[config.mk]
export PLATFORM = sky130hd
export DESIGN_NAME = paddle_quad_gen_flat
export DESIGN_NICKNAME = d
export VERILOG_FILES = /design/src/rtl/paddle_pkg.sv /design/src/rtl/paddle_quad_gen_if.sv /design/src/rtl/quad_phase_step.sv /design/src/rtl/paddle_quad_gen.sv /design/src/flat_wrapper.sv
export SDC_FILE = /design/constraint.sdc
export NUM_CORES = 1
export LEC_CHECK = 0
export BUFFER_PORTS_ARGS = -buffer_cell sky130_fd_sc_hd__buf_2
export CAP_MARGIN = 20
export CORE_MARGIN = 3
export CORE_UTILIZATION = 50
export DETAILED_ROUTE_END_ITERATION = 7
export PLACE_DENSITY = 0.73
export SLEW_MARGIN = 15
export SYNTH_ARGS = -nofsm -noshare
export SYNTH_HDL_FRONTEND = slang
export SYNTH_SLANG_ARGS = --single-unit
[constraint.sdc]
create_clock -name clk_sys -period 2.91 [get_ports clk_sys]
set_clock_uncertainty 0.2 [all_clocks]
set_input_delay 0.582 -clock clk_sys [delete_from_list [all_inputs] [get_ports clk_sys]]
set_output_delay 0.582 -clock clk_sys [all_outputs]
set_load 0.01 [all_outputs]
[src/rtl/paddle_pkg.sv]
// Shared types and constants for the paddle quadrature generator.
// Optional mouse path is compiled in with PADDLE_MOUSE_EN.
package paddle_pkg;

  typedef enum logic [1:0] {
    DIR_NONE  = 2'd0,
    DIR_RIGHT = 2'd1,
    DIR_LEFT  = 2'd2
  } dir_t;

  // Gray successor tables indexed by the current phase.
  localparam logic [3:0][1:0] QUAD_NEXT_R = {2'b10, 2'b00, 2'b11, 2'b01};
  localparam logic [3:0][1:0] QUAD_NEXT_L = {2'b01, 2'b11, 2'b00, 2'b10};

  // The 16th consecutive step in one direction raises the speed level.
  localparam logic [3:0] ACCEL_LAST_STEP = 4'd15;

  function automatic int acc_sat_lim(input int acc_w);
    return (1 << (acc_w - 1)) - 1;
  endfunction

  function automatic dir_t resolve_dir(input logic left, input logic right);
    dir_t d;
    d = DIR_NONE;
    if (right && !left) d = DIR_RIGHT;
    else if (left && !right) d = DIR_LEFT;
    return d;
  endfunction

endpackage

[src/rtl/paddle_quad_gen_if.sv]
// Paddle input/quadrature output bundle; mouse signals exist only with PADDLE_MOUSE_EN.
// mouse_stb is a valid-only strobe with no ready: every strobe is accepted in its cycle.
interface paddle_quad_gen_if;
  logic              left;
  logic              right;
`ifdef PADDLE_MOUSE_EN
  logic signed [8:0] mouse_dx;
  logic              mouse_stb;
`endif
  logic [1:0]        steer;
  logic              moving;

  modport master (
`ifdef PADDLE_MOUSE_EN
    output mouse_dx, mouse_stb,
`endif
    output left, right,
    input  steer, moving
  );

  modport slave (
`ifdef PADDLE_MOUSE_EN
    input  mouse_dx, mouse_stb,
`endif
    input  left, right,
    output steer, moving
  );
endinterface

[src/rtl/quad_phase_step.sv]
// Two-bit Gray phase register: advances one Gray state per step in the given direction.
module quad_phase_step
  import paddle_pkg::*;
(
  input  logic       clk_i,
  input  logic       rst_i,
  input  logic       step_i,
  input  dir_t       dir_i,
  output logic [1:0] phase_o
);

  logic [1:0] phase_q, phase_d;

  always_comb begin
    phase_d = phase_q;
    if (step_i) begin
      case (dir_i)
        DIR_RIGHT: phase_d = QUAD_NEXT_R[phase_q];
        DIR_LEFT:  phase_d = QUAD_NEXT_L[phase_q];
        default:   phase_d = phase_q;
      endcase
    end
  end

  always_ff @(posedge clk_i) begin
    if (rst_i) phase_q <= 2'b00;
    else       phase_q <= phase_d;
  end

  assign phase_o = phase_q;

endmodule

[src/rtl/paddle_quad_gen.sv]
// Digital paddle to quadrature encoder emulation with hold-to-accelerate stepping.
// Define PADDLE_MOUSE_EN to add the mouse delta accumulator and its step path.
module paddle_quad_gen
  import paddle_pkg::*;
#(
  parameter int CLKDIV      = 5500,
  parameter int ACCEL_STEPS = 4
`ifdef PADDLE_MOUSE_EN
  ,
  parameter int ACC_W       = 10
`endif
) (
  input logic              clk_sys,
  input logic              reset,
  paddle_quad_gen_if.slave pad
);

  localparam int CNT_W = $clog2(CLKDIV + 1);
  localparam int LVL_W = (ACCEL_STEPS > 1) ? $clog2(ACCEL_STEPS) : 1;
  localparam logic [LVL_W-1:0] LVL_MAX = LVL_W'(ACCEL_STEPS - 1);

  // Counter reload value: period minus one gives exactly one period between steps.
  function automatic logic [CNT_W-1:0] load_for(input logic [LVL_W-1:0] lvl);
    int period;
    period = CLKDIV >> lvl;
    return (period > 0) ? CNT_W'(period - 1) : '0;
  endfunction

  localparam logic [CNT_W-1:0] FAST_LOAD = load_for(LVL_MAX);

  logic             left_q, right_q;
  dir_t             prev_dir_q;
  logic [LVL_W-1:0] level_q, level_d, lvl_cur;
  logic [3:0]       stepcnt_q, stepcnt_d, stepcnt_cur;
  logic [CNT_W-1:0] cnt_q, cnt_d;
  dir_t             joy_dir, mouse_dir, step_dir;
  logic             dir_change, accel_clr, fire;
  logic [1:0]       steer;

  assign joy_dir    = resolve_dir(left_q, right_q);
  assign dir_change = (joy_dir != prev_dir_q);

`ifdef PADDLE_MOUSE_EN
  localparam int SUM_W = ACC_W + 2;
  localparam logic signed [SUM_W-1:0] LIM_P = SUM_W'(acc_sat_lim(ACC_W));
  localparam logic signed [SUM_W-1:0] LIM_N = -LIM_P;

  logic signed [ACC_W-1:0] acc_q, acc_d;
  logic signed [SUM_W-1:0] acc_sum;

  always_comb begin
    mouse_dir = DIR_NONE;
    if (acc_q != '0) mouse_dir = acc_q[ACC_W-1] ? DIR_LEFT : DIR_RIGHT;
  end

  // Strobe and drain step fold into one saturating update.
  always_comb begin
    acc_sum = SUM_W'(acc_q);
    if (pad.mouse_stb) acc_sum = acc_sum + SUM_W'(pad.mouse_dx);
    if (fire && (joy_dir == DIR_NONE)) begin
      if (mouse_dir == DIR_RIGHT) acc_sum = acc_sum - SUM_W'(1);
      else                        acc_sum = acc_sum + SUM_W'(1);
    end
    if (acc_sum > LIM_P)      acc_d = ACC_W'(LIM_P);
    else if (acc_sum < LIM_N) acc_d = ACC_W'(LIM_N);
    else                      acc_d = ACC_W'(acc_sum);
  end

  always_ff @(posedge clk_sys) begin
    if (reset) acc_q <= '0;
    else       acc_q <= acc_d;
  end

  assign pad.moving = (joy_dir != DIR_NONE) || (acc_q != '0);
`else
  assign mouse_dir  = DIR_NONE;
  assign pad.moving = (joy_dir != DIR_NONE);
`endif

  always_comb begin
    step_dir = mouse_dir;
    if (joy_dir != DIR_NONE) step_dir = joy_dir;
    fire        = (step_dir != DIR_NONE) && (dir_change || (cnt_q == '0));
    accel_clr   = (joy_dir == DIR_NONE) || dir_change;
    lvl_cur     = accel_clr ? '0 : level_q;
    stepcnt_cur = accel_clr ? '0 : stepcnt_q;
    level_d     = lvl_cur;
    stepcnt_d   = stepcnt_cur;
    cnt_d       = (dir_change || (cnt_q == '0)) ? '0 : cnt_q - CNT_W'(1);
    if (fire) begin
      if (joy_dir != DIR_NONE) begin
        // Reload uses the level in force before this step's increment.
        cnt_d = load_for(lvl_cur);
        if (stepcnt_cur == ACCEL_LAST_STEP) begin
          stepcnt_d = '0;
          if (lvl_cur != LVL_MAX) level_d = lvl_cur + LVL_W'(1);
        end else begin
          stepcnt_d = stepcnt_cur + 4'd1;
        end
      end else begin
        cnt_d = FAST_LOAD;
      end
    end
  end

  always_ff @(posedge clk_sys) begin
    if (reset) begin
      left_q     <= 1'b0;
      right_q    <= 1'b0;
      prev_dir_q <= DIR_NONE;
      level_q    <= '0;
      stepcnt_q  <= '0;
      cnt_q      <= '0;
    end else begin
      left_q     <= pad.left;
      right_q    <= pad.right;
      prev_dir_q <= joy_dir;
      level_q    <= level_d;
      stepcnt_q  <= stepcnt_d;
      cnt_q      <= cnt_d;
    end
  end

  quad_phase_step u_phase (
    .clk_i   (clk_sys),
    .rst_i   (reset),
    .step_i  (fire),
    .dir_i   (step_dir),
    .phase_o (steer)
  );

  assign pad.steer = steer;

endmodule
[src/flat_wrapper.sv]
// flat-port wrapper written by rule: the top's interface ports become plain ports
module paddle_quad_gen_flat import paddle_pkg::*;
#(
  parameter int CLKDIV      = 5500,
  parameter int ACCEL_STEPS = 4

)
  (clk_sys, reset, pad_left, pad_right, pad_steer, pad_moving);
  paddle_quad_gen_if pad_i ();
  input logic clk_sys;
  input logic reset;
  input wire logic [$bits(pad_i.left)-1:0] pad_left;
  input wire logic [$bits(pad_i.right)-1:0] pad_right;
  output wire logic [$bits(pad_i.steer)-1:0] pad_steer;
  output wire logic [$bits(pad_i.moving)-1:0] pad_moving;
  assign pad_i.left = pad_left;
  assign pad_i.right = pad_right;
  assign pad_steer = pad_i.steer;
  assign pad_moving = pad_i.moving;
  paddle_quad_gen #(.CLKDIV(CLKDIV), .ACCEL_STEPS(ACCEL_STEPS)) u_core (.clk_sys(clk_sys), .reset(reset), .pad(pad_i));
endmodule
* Word level (Yosys, flattened, before mapping)
Index checks and enable logic that the tools add are counted.
Cells by class: shifts and indexed selects 1, eq/ne operators 5, $add $sub $neg 4, reduce and logical (&&, ||, !) cells 13, magnitude comparators 2, multiplexer cells 21
Operators by type and width (count):
- $mux 13 | 4
- $gt 32x1->1 const B | 1
- $shr 13x2->32 const A | 1
- $mux 2 | 10
- $mux 4 | 4
- $logic_not 13->1 | 1
- $sub 13x1->13 const B | 1
- $sub 13x2->13 const B | 1
- $bmux 2 s2 | 2
- $reduce_bool 2->1 | 3
- $add 4x1->4 const B | 1
- $eq 4x4->1 const B | 1
- $pmux 2 s2 | 1
- $logic_and 1x1->1 | 3
- $lt 2x3->1 const B | 1
- $add 2x1->2 const B | 1
- $eq 2x1->1 const B | 1
- $eq 2x2->1 const B | 1
- $logic_not 1->1 | 2
- $logic_not 2->1 | 1
- $logic_or 1x1->1 | 2
- $ne 2x2->1 | 1
- $ne 2x2->1 const B | 1
- $reduce_and 2->1 | 1
Storage, ports and cells: output and inout bits 3, word-level logic and storage cells 53, input bits 4, register bits 25

* Logic depth before layout (Yosys ltp)
depth in word-level cells 12, depth in mapped cells 12, gate-level depth less buffers 10

* Modules after synthesis
From an unflattened synthesis, not the netlist that was laid out.
Unflattened totals: cell total of the unflattened synthesis 159, area, all modules 1372.6 um^2
By module, submodules not included:
- paddle_quad_gen | sequential area each 460.4 um^2, times used 1, area each 1255.0 um^2, cells an instance 148
- quad_phase_step | sequential area each 40.0 um^2, times used 1, area each 117.6 um^2, cells an instance 11

* Least setup slack after synthesis
OpenSTA, ideal clock, no wires.
path type register -> register, start point reg u_core.right_q, end point reg u_core.level_q[1], stages on the path, launching flop included 13, slack 0.168 ns, arrival 2.472 ns, library setup time 0.070 ns, required time 2.640 ns, period minus slack after synthesis 2.742 ns, buffers on the path 2, cells stage by stage dfxtp_1 > inv_1 > ha_1 > xnor2_1 > and2_1 > clkbuf_1 > clkbuf_1 > and3_1 > ha_1 > and3_1 > nand4_1 > a211o_1 > a21oi_1
Between the ends: cells in the longest elaborated chain, start to end 12, elaborated cells between the ends (all ways) 22, those cells by class 1 x add/sub; 3 x eq/ne; 9 x mux; 9 x reduce/logical
RTL lines:
- start, declared | line paddle_quad_gen.sv:31 | logic left_q, right_q;
- start signal, assigned | line paddle_quad_gen.sv:116 | right_q <= pad.right;
- $logic_not 1->1 | line paddle_pkg.sv:26 | else if (left && !right) d = DIR_LEFT;
- $logic_and 1x1->1 | line paddle_pkg.sv:26
- $mux 2 | line paddle_pkg.sv:26
- $mux 2 * | line paddle_pkg.sv:25 | if (right && !left) d = DIR_RIGHT;
- net u_core.joy_dir[1] | line paddle_quad_gen.sv:36 | dir_t joy_dir, mouse_dir, step_dir;
- $ne 2x2->1 / $logic_not 2->1 (equally long branches) | line paddle_quad_gen.sv:41, paddle_quad_gen.sv:84
- $logic_or 1x1->1 | line paddle_quad_gen.sv:84 | accel_clr = (joy_dir == DIR_NONE) || dir_change;
- $mux 2 | line paddle_quad_gen.sv:85 | lvl_cur = accel_clr ? '0 : level_q;
- $add 2x1->2 / $ne 2x2->1 (equally long branches) | line paddle_quad_gen.sv:96 | if (lvl_cur != LVL_MAX) level_d = lvl_cur + LVL_W'(1);
- $mux 2 | line paddle_quad_gen.sv:96
- $mux 2 | line paddle_quad_gen.sv:94 | if (stepcnt_cur == ACCEL_LAST_STEP) begin
- $mux 2 | line paddle_quad_gen.sv:91 | if (joy_dir != DIR_NONE) begin
- $mux 2 * | line paddle_quad_gen.sv:90 | if (fire) begin
- end signal, assigned | line paddle_quad_gen.sv:118 | level_q <= level_d;
- end, declared | line paddle_quad_gen.sv:33 | logic [LVL_W-1:0] level_q, level_d, lvl_cur;
The timed path passes the listed nets; every way through them passes the cells marked *. A chain may end at the register's enable or synchronous reset.

* Worst setup path in the final report
Same ends and word-level chain as after synthesis.

==> summary.md <==
| Metric | Value |
|---|---|
| P per Cell Area | 855 nW/um^2 |
| Outcome | finished clean |
| Met2 WL | 1.35 mm |
| Synth cell count leaders | dfxtp_1 (25), a21oi_1 (14), nand2_1 (9), nor3_1 (8) |
| Die area | 3400 um^2 |
| Vias in the first global route | 1122 |
| Placed cells | 186 |
| Final setup vio count | 0 |
| Die Ht | 58.3 um |
| Yosys warns | 0 |
| I/O Buffers | 6 |
| Peak VDD IR | 0.582 mV |
| Area of the mapped netlist | 1370 um^2 |
| Top Metal Used | met4 |
| Vias | 1227 |
| Unique masters post-synth | 42 |
| Pre-CTS setup slack | 0.352 ns |
| Via density | 6.46 |
| Hold_buf cts | 0 |
| Gates resized, CTS repair | 0 |
| Clock transition at path regs | 0.13 ns |
| Hpwl dp | 2.12 mm |
| Synthesis-stage register bit count | 25 |
| Final setup TNS | 0 ns |
| TritonCTS Buffers | 3 |
| Async SR Flop Fraction | 0% |
| Fin util | 55.8% |
| Clock Path Buffers | 2 |
| Final worst slack | 0.315 ns |
| Initial Util | 53.8% |
| Final worst path period share | 89.2% |
| CTS tree | yes |
| Worst slew pin tran | 0.543 ns |
| RSZ-0062 raised after global routing | false |
| Non-Filler Instances | 190 |
| Grt ovf | 0 |
| Ant. Diodes | 0 |
| Post-CTS setup buffer count | 0 |
| Iteration-0 DRC Markers | 85 |
| Remaining antenna violation count | 0 |
| Area contributors post-synth | dfxtp_1 (37%), a21oi_1 (5.1%), ha_1 (4.6%), xnor2_1 (3.8%), nor3_1 (2.9%) |
| CTS sink count | 25 |
| Cells after Synth | 159 |
| Arr. time, crit path | 2.66 ns |
| Chip Width | 58.3 um |
| Worst Path Required | 2.97 ns |
| H-tree depth reported by CTS | 1 |
| Slew HR | 63.5% |
| DRT met1 WL | 1.48 mm |
| Critical path class | flop to flop |
| Met3 routed WL | 119 um |
| Mapped Nets | 168 |
| Cell taking the most area after synthesis | dfxtp_1 |
| Number of flops mapped to enable cells by yosys | 0 |
| Layout area overhead | 3.65% |
| MaxCap Viol Count | 0 |
| CP Capture Type | flop |
| Final Wtd Congestion | 0.840 |
| First-pass GRT wire length | 5.23 mm |
| Fin. Hold Viols | 0 |
| Drt total wl | 2.99 mm |
| Drt wl/cell | 15.7 um |
| Syn Area/Cell | 8.62 um^2 |
| Area of the core | 2540 um^2 |
| Share of the synthesized area in the top cell type | 36.5% |
| Clock Latency Late Sink | 0.32 ns |
| Hold Path Class | input port to flop |
| CP startpoint kind | flop |
| Critical Path Fanout Max | 5 |
| Num rows | 18 |
| Post-synthesis sequential area ratio | 36.5% |
| Drc violations | 0 |
| Layout cells sized above 1 | 9.38% |
| DR pass1 iterations | 4 |
| I/O pin cnt | 7 |
| Top FF cell, synth | dfxtp_1 |
| Final worst path period need | 2.60 ns |
| Pins Over Slew Limit | 0 |
| Total GRT Usage | 19.5% |
| Largest net degree at the start of global routing | 19 |
| Fmax | 385 MHz |
| Initial antenna violation count | 0 |
| Static Leak | 0.538 nW |
| Most frequent cell after synthesis | dfxtp_1 |
| Nets@finish | 170 |
| CTS root buffer | clkbuf_4 |
[cell usage in the layout (no fill, tap or decap), types with 4 or more instances in the layout]
| master | count |
|---|---|
| a21oi_1 | 14 |
| buf_2 | 6 |
| dfxtp_1 | 25 |
| ha_1 | 5 |
| inv_1 | 7 |
| nand2_1 | 9 |
| nand3_1 | 5 |
| nor2_1 | 4 |
| nor2b_1 | 5 |
| nor3_1 | 8 |
| nor4_1 | 6 |
| o211ai_1 | 4 |
| o21ai_0 | 5 |
| or4_1 | 4 |
| xnor2_1 | 6 |
[layer usage]
metal | GRT usage [%] | vias up
li1 | - | 604
met1 | 28.3 | 581
met2 | 28.7 | 36
met3 | 3.95 | 6
met4 | 6.62 | 0
met5 | 0 | -
[critical path, stage by stage, from the launching register on]
cell and delay (ns):
dfxtp_1 0.37, inv_1 0.05, ha_1 0.26, xnor2_1 0.29, and2_1 0.26, and3_1 0.19
ha_1 0.20, and3_1 0.22, nand4_1 0.11, a211o_1 0.28, a21oi_1 0.13
[kinds of logic after synthesis]
group,Yosys count,synth area share [%]
DFF,25,36.5
adders and majority gates,5,4.57
muxes,2,1.46
buffers and inverters,18,6.21
AOI/OAI and AO/OA,46,22.7
xor gates and xnor gates,9,5.75
and+or+nand+nor,54,22.7
[cell type report]
cell class / instances / area (um^2)
sequential: 25 / 500
multi-input combinational: 116 / 785
inverter: 7 / 26.3
timing repair buffer: 8 / 45.0
clock buffer: 4 / 26.3
tap: 30 / 37.5
fill: 250 / 1120
[through the flow]
| stage | area, um^2 | hold slack (ns) | power (mW) |
|---|---|---|---|
| final | 1420 | 0.274 | 1.21 |
| after global routing | 1420 | 0.282 | 1.31 |
| after CTS | 1420 | 0.269 | 1.21 |
| after detailed placement | 1390 | 0.274 | 1.05 |
| after global placement | 1390 | 0.277 | 1.03 |
| after floorplan | 1370 | 0.247 | 0.974 |
[report_power, final]
group	switching [mW]	leakage [nW]	internal (mW)	total (mW)
Clock	0.104	0.0150	0.0538	0.158
Combinational	0.324	0.318	0.243	0.568
Sequential	0.0785	0.205	0.411	0.489
Total	0.507	0.538	0.708	1.21
[state kept, by name (all words and copies together) (netlist names)]
signal / cells
u_core.level_q: 2
u_core.stepcnt_q: 4
u_core.cnt_q: 13
u_core.u_phase.phase_o: 2
u_core.prev_dir_q: 2
u_core.left_q: 1
u_core.right_q: 1
[final timing paths]
kind / slack, ns / start / end / depth (start not counted)
worst max-delay path: 0.31 / u_core.right_q / u_core.level_q[1] / 10
worst max register to register: 0.31 / u_core.right_q / u_core.level_q[1] / 10
worst min register to register: 0.29 / u_core.stepcnt_q[3] / u_core.stepcnt_q[3] / 2
worst min-delay path: 0.27 / pad_left / u_core.left_q / 2
Power figures use the tool's default switching activity.
